--- config.mk ---
export PLATFORM = sky130hd
export DESIGN_NAME = product_selector_n
export DESIGN_NICKNAME = d
export VERILOG_FILES = /design/src/rtl/product_selector_n.sv
export SDC_FILE = /design/constraint.sdc
export NUM_CORES = 1
export LEC_CHECK = 0
export ABC_AREA = 0
export CELL_PAD_IN_SITES_DETAIL_PLACEMENT = 1
export CELL_PAD_IN_SITES_GLOBAL_PLACEMENT = 2
export CORE_MARGIN = 5
export CORE_UTILIZATION = 38
export DETAILED_ROUTE_END_ITERATION = 8
export PLACE_DENSITY = 0.82
export SLEW_MARGIN = 20
export SYNTH_ARGS = -nofsm -noshare
export SYNTH_HDL_FRONTEND = slang
export SYNTH_SLANG_ARGS = --single-unit
--- constraint.sdc ---
create_clock -name clk -period 5.95 [get_ports clk]
set_input_delay 0.595 -clock clk [delete_from_list [all_inputs] [get_ports clk]]
set_output_delay 0.595 -clock clk [all_outputs]
set_load 0.02 [all_outputs]
--- src/rtl/product_selector_n.sv ---
// Product selector for NUM_PRODUCTS items: a run-time writable price table, per-product
// stock counters, and an IDLE/HOLD/VEND selection FSM with cancel and timeout.
module product_selector_n #(
  parameter int NUM_PRODUCTS = 3,
  parameter int SEL_W        = 2,
  parameter int PRICE_W      = 5,
  parameter int BASE_PRICE   = 15,
  parameter int PRICE_STEP   = 5,
  parameter int STOCK_W      = 4,
  parameter int INIT_STOCK   = 5,
  parameter int TIMEOUT_CYC  = 100
) (
  input  logic               clk,
  input  logic               reset,
  input  logic [SEL_W-1:0]   product_sel,
  input  logic               sel_valid,
  input  logic               cancel,
  input  logic               vend_done,
  input  logic               cfg_we,
  input  logic [SEL_W-1:0]   cfg_idx,
  input  logic [PRICE_W-1:0] cfg_price,
  input  logic               restock_valid,
  input  logic [SEL_W-1:0]   restock_idx,
  input  logic [STOCK_W-1:0] restock_qty,
  output logic [SEL_W-1:0]   selected_idx,
  output logic [PRICE_W-1:0] selected_price,
  output logic               sel_active,
  output logic               sold_out,
  output logic               timeout,
  output logic               dispense,
  output logic [SEL_W-1:0]   dispense_idx,
  output logic [STOCK_W-1:0] stock_level
);

  typedef enum logic [1:0] {S_IDLE, S_HOLD, S_VEND} state_t;

  localparam int                 CNT_W     = $clog2(TIMEOUT_CYC + 1);
  localparam logic [CNT_W-1:0]   CNT_LAST  = CNT_W'(TIMEOUT_CYC - 1);
  localparam logic [CNT_W-1:0]   CNT_ONE   = CNT_W'(1);
  localparam logic [SEL_W-1:0]   MAX_IDX   = SEL_W'(NUM_PRODUCTS);
  localparam logic [STOCK_W:0]   STOCK_MAX = {1'b0, {STOCK_W{1'b1}}};
  localparam logic [STOCK_W:0]   STOCK_ONE = (STOCK_W + 1)'(1);

  state_t               state_reg, state_next;
  logic [SEL_W-1:0]     sel_idx_reg, sel_idx_next;
  logic [PRICE_W-1:0]   sel_price_reg, sel_price_next;
  logic [CNT_W-1:0]     cnt_reg, cnt_next;
  logic                 sold_out_reg, sold_out_next;
  logic                 timeout_reg, timeout_next;

  logic [PRICE_W-1:0]   price_arr [NUM_PRODUCTS];
  logic [STOCK_W-1:0]   stock_arr [NUM_PRODUCTS];
  logic [PRICE_W-1:0]   lu_price;
  logic [STOCK_W-1:0]   lu_stock;
  logic                 sel_ok, in_stock;

  function automatic logic idx_ok(input logic [SEL_W-1:0] idx);
    return (idx != '0) && (idx <= MAX_IDX);
  endfunction

  // Per-product price and stock; a VEND decrement and a restock may land together.
  genvar gi;
  generate
    for (gi = 0; gi < NUM_PRODUCTS; gi++) begin : g_prod
      localparam logic [SEL_W-1:0] MY_IDX = SEL_W'(gi + 1);
      logic [PRICE_W-1:0] price_reg;
      logic [STOCK_W-1:0] stock_reg;
      logic [STOCK_W:0]   stock_sum;

      always_comb begin
        stock_sum = {1'b0, stock_reg};
        if (state_reg == S_VEND && sel_idx_reg == MY_IDX)
          stock_sum = stock_sum - STOCK_ONE;
        if (restock_valid && restock_idx == MY_IDX)
          stock_sum = stock_sum + {1'b0, restock_qty};
      end

      always_ff @(posedge clk or posedge reset) begin
        if (reset) begin
          price_reg <= PRICE_W'(BASE_PRICE + gi * PRICE_STEP);
          stock_reg <= STOCK_W'(INIT_STOCK);
        end else begin
          if (cfg_we && cfg_idx == MY_IDX)
            price_reg <= cfg_price;
          stock_reg <= (stock_sum > STOCK_MAX) ? STOCK_MAX[STOCK_W-1:0] : stock_sum[STOCK_W-1:0];
        end
      end

      assign price_arr[gi] = price_reg;
      assign stock_arr[gi] = stock_reg;
    end
  endgenerate

  always_comb begin
    lu_price = '0;
    lu_stock = '0;
    for (int i = 0; i < NUM_PRODUCTS; i++) begin
      if (product_sel == SEL_W'(i + 1)) begin
        lu_price = price_arr[i];
        lu_stock = stock_arr[i];
      end
    end
  end

  assign sel_ok      = sel_valid && idx_ok(product_sel);
  assign in_stock    = (lu_stock != '0);
  assign stock_level = lu_stock;

  always_ff @(posedge clk or posedge reset) begin
    if (reset) begin
      state_reg     <= S_IDLE;
      sel_idx_reg   <= '0;
      sel_price_reg <= '0;
      cnt_reg       <= '0;
      sold_out_reg  <= 1'b0;
      timeout_reg   <= 1'b0;
    end else begin
      state_reg     <= state_next;
      sel_idx_reg   <= sel_idx_next;
      sel_price_reg <= sel_price_next;
      cnt_reg       <= cnt_next;
      sold_out_reg  <= sold_out_next;
      timeout_reg   <= timeout_next;
    end
  end

  always_comb begin
    state_next     = state_reg;
    sel_idx_next   = sel_idx_reg;
    sel_price_next = sel_price_reg;
    cnt_next       = cnt_reg;
    sold_out_next  = 1'b0;
    timeout_next   = 1'b0;
    case (state_reg)
      S_IDLE: begin
        if (sel_ok) begin
          if (in_stock) begin
            state_next     = S_HOLD;
            sel_idx_next   = product_sel;
            sel_price_next = lu_price;
            cnt_next       = '0;
          end else begin
            sold_out_next = 1'b1;
          end
        end
      end
      S_HOLD: begin
        cnt_next = cnt_reg + CNT_ONE;
        if (vend_done) begin
          state_next = S_VEND;
        end else if (cancel) begin
          state_next     = S_IDLE;
          sel_idx_next   = '0;
          sel_price_next = '0;
        end else if (sel_ok && in_stock) begin
          sel_idx_next   = product_sel;
          sel_price_next = lu_price;
          cnt_next       = '0;
        end else begin
          // A sold-out request keeps the old selection and does not hold off the timeout.
          if (sel_ok)
            sold_out_next = 1'b1;
          if (cnt_reg == CNT_LAST) begin
            state_next     = S_IDLE;
            sel_idx_next   = '0;
            sel_price_next = '0;
            timeout_next   = 1'b1;
          end
        end
      end
      S_VEND: begin
        state_next     = S_IDLE;
        sel_idx_next   = '0;
        sel_price_next = '0;
      end
      default: begin
        state_next     = S_IDLE;
        sel_idx_next   = '0;
        sel_price_next = '0;
      end
    endcase
  end

  always_comb begin
    sel_active   = (state_reg == S_HOLD);
    dispense     = (state_reg == S_VEND);
    dispense_idx = (state_reg == S_VEND) ? sel_idx_reg : '0;
  end

  assign selected_idx   = sel_idx_reg;
  assign selected_price = sel_price_reg;
  assign sold_out       = sold_out_reg;
  assign timeout        = timeout_reg;

endmodule

==> reports/results.env, run 1 <==
YS_SEQ_AREA_SHARE_PCT=40.42
SYNTH_LARGEST_TYPE_AREA_FRACTION_PCT=26.50
WORST-ENDPOINT-ARRIVAL_PS=2780
MAXIMUM_NUMBER_OF_PINS_ON_ONE_NET_BEFORE_GLOBAL_ROUTE_REPAIR=46
FINAL_WEIGHTED_CONGESTION_IN_ROUTABILITY_DRIVEN_PLACEMENT=0.7626
TOTALPOWERFINAL_uW=1371
SYNTH_FP_NETS=318
GLOBAL_ROUTE_WIRE_LENGTH_BEFORE_REPAIR_MM=11.42
FIRST_GLOBAL_VIAS=2368
TIMING.HOLD.WORST.CLASS='reg2reg'
DRTITER0DRC=61
START_UTIL_PCT=39.05
GRT_BUSIEST_LAYER='met2'
NUMBER_OF_SETUP_VIOLATIONS_IN_THE_FINAL_REPORT=0
YOSYSUNIQUECELLTYPES=47
WL_MM=6.733
YOSYSWARNINGCOUNT=0
CTS_TREE='done'
CHIPWIDTH_UM=96.34
FINAL_PERIOD_MINUS_WORST_SETUP_SLACK_PS=3375
NUM_IO_PINS=39
LARGEST_REGISTER_FF_COUNT=15
POST_SYNTH_AND_OR_NAND_NOR_AREA_FRACTION_PCT=14.53
ASYNC_FLOP_SHARE_PCT=100.0
LAYOUTNONFILLERINSTCOUNT=416
TOTAL_LEAKAGE_POWER_uW=0.001463
MET3_USAGE_PCT=2.971
FINAL_COUNT_OF_PINS_VIOLATING_MAX_SLEW=0
FINAL_ANTENNA_NET_COUNT=0
YOSYS-MUX-AREA-FRACTION_PCT=10.56
CTS_REPAIR_RESIZE_COUNT=0
MIN_PERIOD_OVER_PERIOD_PCT=56.73
GRTUSAGEMET1_PCT=21.93
YOSYS.AREA_SHARE.ADDER_PCT=9.187
RSZ0062_AT_GRT='false'
TNS_PS=0
PWR_PER_CELL_AREA_nW_PER_UM2=404.0
GLOBAL_ROUTE.OVERFLOW_TOTAL=0
MAX_FCLK_GHz=0.2963
TIMING.MAX_SLEW.REL_SLACK_PCT=49.47
YS_FF_LATCH=45
ANTENNA_FOUND_INITIAL=0
VIAS=2145
HOLD-WORST-SLACK_PS=507.9
SYNTH-COMPOUND-AREA-SHARE_PCT=14.80
CRITICAL_PATH.STARTPOINT_TYPE='input port'
NETLIST_INSTANCES=277
RESULT_OF_THE_RUN='finished, final reports clean'
POWER.IR.VDD_WORST_V=0.0001860
SYNTH_ENABLE_FLOP_CELLS=0
SETUP.WORST_PATH.CLASS='in2out'
GROUTE.USAGE.OVERALL_PCT=15.86
MAIN_SYNTH_FF_TYPE='dfrtp_1'
DIE_Y_UM=96.34
REQUIRED_TIME_REPORTED_FOR_THE_CRITICAL_PATH_ENDPOINT_PS=5360
NUMBER_OF_NETS_IN_THE_FINISHED_DESIGN=357
GR-USAGE-MET2_PCT=25.59
PARITY_GATE_SHARE_OF_THE_SYNTHESIZED_AREA_COUNTING_XOR_AND_XNOR_CELLS_PCT=6.184
POST_CTS.REPAIR.SETUP_BUFFERS=0
CTS.CLK_SLEW.WORST_PATHS_PS=90
LAYOUT_COMMONEST_CELL='clkdlybuf4s50_1'
CORE_REGION_AREA_UM2=7253
MAPPED_AVG_CELL_AREA_UM2=10.23
FIN_UTIL_PCT=46.78
CLOCKBUFFERDEPTH=2
DETAIL_ROUTE.FIRST_PASS.ITERATIONS=4
POST-PLACE-CELLS=408
FINAL_HOLD_VIO_COUNT=0
FILLERINSTANCES=837
FINAL_LAYOUT_SIZE_SUFFIX_GT1_SHARE_PCT=15.46
DIODES=0
DPL.HPWL_MM=5.350
POST_SYNTH_MAIN_AREA_CONTRIBUTORS='dfrtp_1 27%, dfstp_2 14%, ha_1 7.1%'
WORSTMARGINPINSLEW_PS=755.4
CRITICAL_PATH_PEAK_FANOUT=13
DRC_ERRORS=0
CTS_HTREE_LEVELS=2
CLOCK_SKEW_PS=8.208
NUMCLOCKSINKS=45
LAYOUT.CELLS.MOST_COMMON_LIST='38 x clkdlybuf4s50_1, 30 x dfrtp_1, 24 x nand2_1'
AVG_WL_PER_CELL_UM=16.19
LATEST_CLOCK_ARRIVAL_WITHIN_THE_WORST_SKEW_PAIR_PS=310
CTS_HOLD_REPAIR.BUFFERS=0
SYNTH.CELL_AREA_UM2=2833
LAYOUT-AREA-OVERHEAD-VS-SYNTH_PCT=19.79
CLOCK_BUFFERS_CREATED_BY_TRITONCTS=5
NUM_ROWS=31
CTS_ROOT_BUF='clkbuf_8'
DRT-VIAS-PER-INSTANCE=5.156
PORT_BUFFERS=38
CRITPATHCAPTURETYPE='output port'
COMBINATIONAL_FAMILY_WITH_THE_MOST_AREA_AFTER_SYNTHESIS='compound AO/OA/AOI/OAI gates'
NETLIST.TOP_CELL.BY_AREA='dfrtp_1'
CAP_VIOLATIONS=0
DIEAREA_UM2=9281
[per-stage QoR]
| stage | cell area, um^2 | worst slack [ps] |
|---|---|---|
| CTS | 3393 | 2546 |
| detailed placement | 3293 | 2556 |
| global route | 3393 | 2457 |
| floorplan | 2833 | 3509 |
| global placement | 3293 | 2601 |
| finish | 3393 | 2575 |
[report_power, final]
group          total [uW]  leakage [uW]  switching, uW  internal, uW
Clock                 212     0.0000518            116          96.6
Combinational         625      0.000874            330           295
Sequential            533      0.000537            109           424
Total                1370       0.00146            555           816
[Yosys cell counts (4+ instances only)]
library cell,number
nand2_1,24
dfstp_2,15
dfrtp_1,30
a21oi_1,17
o22ai_1,4
ha_1,16
mux2_2,15
and3_1,4
o32ai_1,4
nor3_1,10
nor2_1,17
xor2_1,7
mux2i_1,13
nand3_1,5
inv_1,19
a21o_1,6
o21ai_0,12
xnor2_1,13
[path summary, 6_finish.rpt]
path                                start                      to  slack [ps]  cells after the start
min in group asynchronous           reset       selected_price[2]         740                      3
hold / removal                 cnt_reg[0]              cnt_reg[0]         510                      1
setup / recovery           product_sel[0]          stock_level[0]        2570                      4
hold reg to reg                cnt_reg[0]              cnt_reg[0]         510                      1
setup reg to reg             state_reg[1]  g_prod[0].stock_reg[3]        3130                      9
max in group asynchronous           reset  g_prod[2].stock_reg[0]        4830                      3
[kinds of logic after synthesis]
group                      after synthesis
and+or+nand+nor                         80
AOI/OAI and AO/OA                       59
DFF                                     45
muxes                                   28
buffers and inverters                   26
xor gates and xnor gates                20
adders and majority gates               19
[per-layer routing]
layer,vias to the layer above,part of all wire (%)
li1,1064,-
met1,1048,49
met2,25,48
met3,8,2.8
met4,0,0.97
met5,-,0
[area by class of cell]
| cell class | instances | area (um^2) | area share [%] |
|---|---|---|---|
| sequential | 45 | 1145 | 33.74 |
| timing repair buffer | 39 | 387.9 | 11.43 |
| clock buffer | 6 | 82.58 | 2.434 |
| tap | 99 | 123.9 | 3.650 |
| clock inverter | 2 | 17.52 | 0.5162 |
| multi-input combinational | 206 | 1565 | 46.13 |
| inverter | 19 | 71.32 | 2.102 |
[worst max-delay path, stage by stage]
cell	delay, ps
clkdlybuf4s50_1	830
nor2b_2	400
o2bb2ai_1	260
clkdlybuf4s50_1	690
(Power assumes the default switching activity.)
==> run 2, diff against run 1 <==
- CORE_UTILIZATION: 38 -> 32
- PLACE_DENSITY: 0.82 -> 0.74
- clock period: 5.95 -> 2.74 ns (I/O delays scaled with it)
==> reports/results.env, run 2 (synthesis results as in run 1) <==
SETUP.WORST_PATH.CLASS='reg2reg'
LARGEST_REGISTER_FF_COUNT=15  # unchanged
TNS_PS=0  # unchanged
CLOCKBUFFERDEPTH=2  # unchanged
FINAL_LAYOUT_SIZE_SUFFIX_GT1_SHARE_PCT=17.34  # +1.9 points
DRC_ERRORS=0  # unchanged
TIMING.HOLD.WORST.CLASS='in2async'
PORT_BUFFERS=38  # unchanged
LAYOUT_COMMONEST_CELL='clkdlybuf4s50_1'
DIODES=0  # unchanged
LATEST_CLOCK_ARRIVAL_WITHIN_THE_WORST_SKEW_PAIR_PS=300  # about the same
AVG_WL_PER_CELL_UM=16.36  # +1.1%
CAP_VIOLATIONS=0  # unchanged
CRIT_FAMILY='adder cells'
FINALINSTANCEAREA_UM2=3461  # +2.0%
DETAIL_ROUTE.FIRST_PASS.ITERATIONS=4  # unchanged
CRITPATHCAPTURETYPE='flip-flop'
VIAS=2207  # +2.9%
MIN_PERIOD_OVER_PERIOD_PCT=94.28
NUMCLOCKSINKS=45  # unchanged
DIEAREA_UM2=10830  # +17%
DRT-VIAS-PER-INSTANCE=5.121  # -0.69%
LOGIC_DEPTH_OF_THE_WORST_REGISTER_TO_REGISTER_PATH=9  # unchanged
CRITICAL_PATH_PEAK_FANOUT=6  # -7
WORST-R2R-SETUP-SLACK_PS=160  # -2970 ps
GROUTE.USAGE.OVERALL_PCT=13.24  # -2.6 points
FILLERINSTANCES=1012  # +21%
DRTITER0DRC=49  # -20%
CTS_HTREE_LEVELS=2  # unchanged
TOTALPOWERFINAL_uW=3014  # +120%
CRITICAL_PATH.STARTPOINT_TYPE='flip-flop'
CTS_ROOT_BUF='clkbuf_8'
RESULT_OF_THE_RUN='finished, final reports clean'
CTS_HOLD_REPAIR.BUFFERS=0  # unchanged
CP_SLOWEST_CELL='dfrtp_1'
TOTAL_LEAKAGE_POWER_uW=0.001496  # +2.2%
CORE_REGION_AREA_UM2=8678  # +20%
CTS_TREE='done'
POWER.IR.VDD_WORST_V=0.0003799  # +100%
PATH_BUF_INV=0  # -2
MAX_FCLK_GHz=0.3871
LAYOUT.CELLS.MOST_COMMON_LIST='38 x clkdlybuf4s50_1, 30 x dfrtp_1, 24 x nand2_1'
NUM_ROWS=34  # +9.7%
PWR_PER_CELL_AREA_nW_PER_UM2=871.0  # +120%
CTS.CLK_SLEW.WORST_PATHS_PS=90  # about the same
LAYOUT-AREA-OVERHEAD-VS-SYNTH_PCT=22.17
FINAL_PERIOD_MINUS_WORST_SETUP_SLACK_PS=2583
POST_CTS.REPAIR.SETUP_BUFFERS=0  # unchanged
DIE_Y_UM=104.1  # +8.0%
FINAL_HOLD_VIO_COUNT=0  # unchanged
FINAL_WEIGHTED_CONGESTION_IN_ROUTABILITY_DRIVEN_PLACEMENT=0.7787  # +2.1%
FIRST_GLOBAL_VIAS=2434  # +2.8%
NUMBER_OF_NETS_IN_THE_FINISHED_DESIGN=363  # +1.7%
NUMBER_OF_SETUP_VIOLATIONS_IN_THE_FINAL_REPORT=0  # unchanged
START_UTIL_PCT=32.64  # -6.4 points
R2R-START='selected_idx[1]'
STARTPOINT='selected_idx[1]'
WORSTMARGINPINSLEW_PS=589.3  # -166.1 ps
WORSTSETUPPATHDEPTH=9  # +5
GLOBAL_ROUTE_WIRE_LENGTH_BEFORE_REPAIR_MM=11.90  # +4.2%
CHIPWIDTH_UM=104.1  # +8.0%
CTS_REPAIR_RESIZE_COUNT=0  # unchanged
REG2REG_TO='g_prod[0].stock_reg[3]'
CP-ENDPOINT='g_prod[0].stock_reg[3]'
MAXIMUM_NUMBER_OF_PINS_ON_ONE_NET_BEFORE_GLOBAL_ROUTE_REPAIR=46  # unchanged
WL_MM=7.053  # +4.8%
DPL.HPWL_MM=5.523  # +3.2%
FINAL_ANTENNA_NET_COUNT=0  # unchanged
HOLD-WORST-SLACK_PS=424.3  # -83.60 ps
ANTENNA_FOUND_INITIAL=0  # unchanged
DETAILED_PLACE.AREA_UM2=3349  # +1.7%
REQUIRED_TIME_REPORTED_FOR_THE_CRITICAL_PATH_ENDPOINT_PS=2910  # -2450 ps
NUM_IO_PINS=39  # unchanged
CLOCK_BUFFERS_CREATED_BY_TRITONCTS=5  # unchanged
GLOBAL_ROUTE.OVERFLOW_TOTAL=0  # unchanged
WORST-ENDPOINT-ARRIVAL_PS=2760  # -20 ps
CLOCK_SKEW_PS=7.790  # -0.4181 ps
CRITPATHMAXSTAGEDELAY_PS=460  # -370 ps
FINAL_COUNT_OF_PINS_VIOLATING_MAX_SLEW=0  # unchanged
TIMING.MAX_SLEW.REL_SLACK_PCT=60.71  # +11 points
WORSTPATHCELLLIST='and4bb_4, xnor2_1, ha_1, fa_1, a21o_1, a21oi_1, nor2_1, xnor2_2, o211ai_1'
[run 2: area by class of cell]
cell class                 count  area [um^2]  area share (%)
timing repair buffer          45        432.9           12.51
tap                          108        135.1           3.905
clock buffer                   6        82.58           2.386
multi-input combinational    206         1577           45.55
inverter                      19        71.32           2.061
clock inverter                 2        17.52          0.5061
sequential                    45         1145           33.08
[run 2: per-stage QoR]
stage / setup slack (ps) / cells / utilization (%)
floorplan: 298.6 / 277 / -
CTS: 71.31 / 431 / 39.75
detailed placement: 88.17 / 423 / 38.60
global route: -14.12 / 431 / 39.88
finish: 156.6 / 431 / 39.88
global placement: 135.0 / 423 / 38.60
[run 2: worst min-delay path by stage]
stage	from	end	slack, ps	cells after the start
3_3_place_gp	cnt_reg[0]	cnt_reg[0]	490	1
6_report	reset	timeout	420	3
3_5_place_dp	g_prod[0].price_reg[4]	g_prod[0].price_reg[4]	490	1
2_1_floorplan	cfg_price[4]	g_prod[0].price_reg[4]	420	1
5_1_grt	reset	selected_price[3]	490	3
4_1_cts	reset	selected_idx[0]	440	3
[run 2: worst register-to-register path, cell delays in order, from the launching register on]
cell and delay (ps):
dfrtp_1 460, and4bb_4 420, xnor2_1 110, ha_1 230
fa_1 440, a21o_1 200, a21oi_1 130, nor2_1 80
xnor2_2 260, o211ai_1 130
[run 2: power by group]
part / total [uW] / switching, uW / internal [uW] / leakage (uW)
sequential: 1120 / 203 / 922 / 0.000537
clock: 454 / 244 / 210 / 0.0000518
combinational: 1440 / 769 / 667 / 0.000907
total: 3010 / 1220 / 1800 / 0.00150
[run 2: metal layers]
layer	global-route usage, %	share of wire [%]	up-vias
met5	0	0	-
met1	18.48	48	1091
met3	2.110	2.1	6
met4	3.885	0.81	0
met2	21.08	49	31
li1	-	-	1079
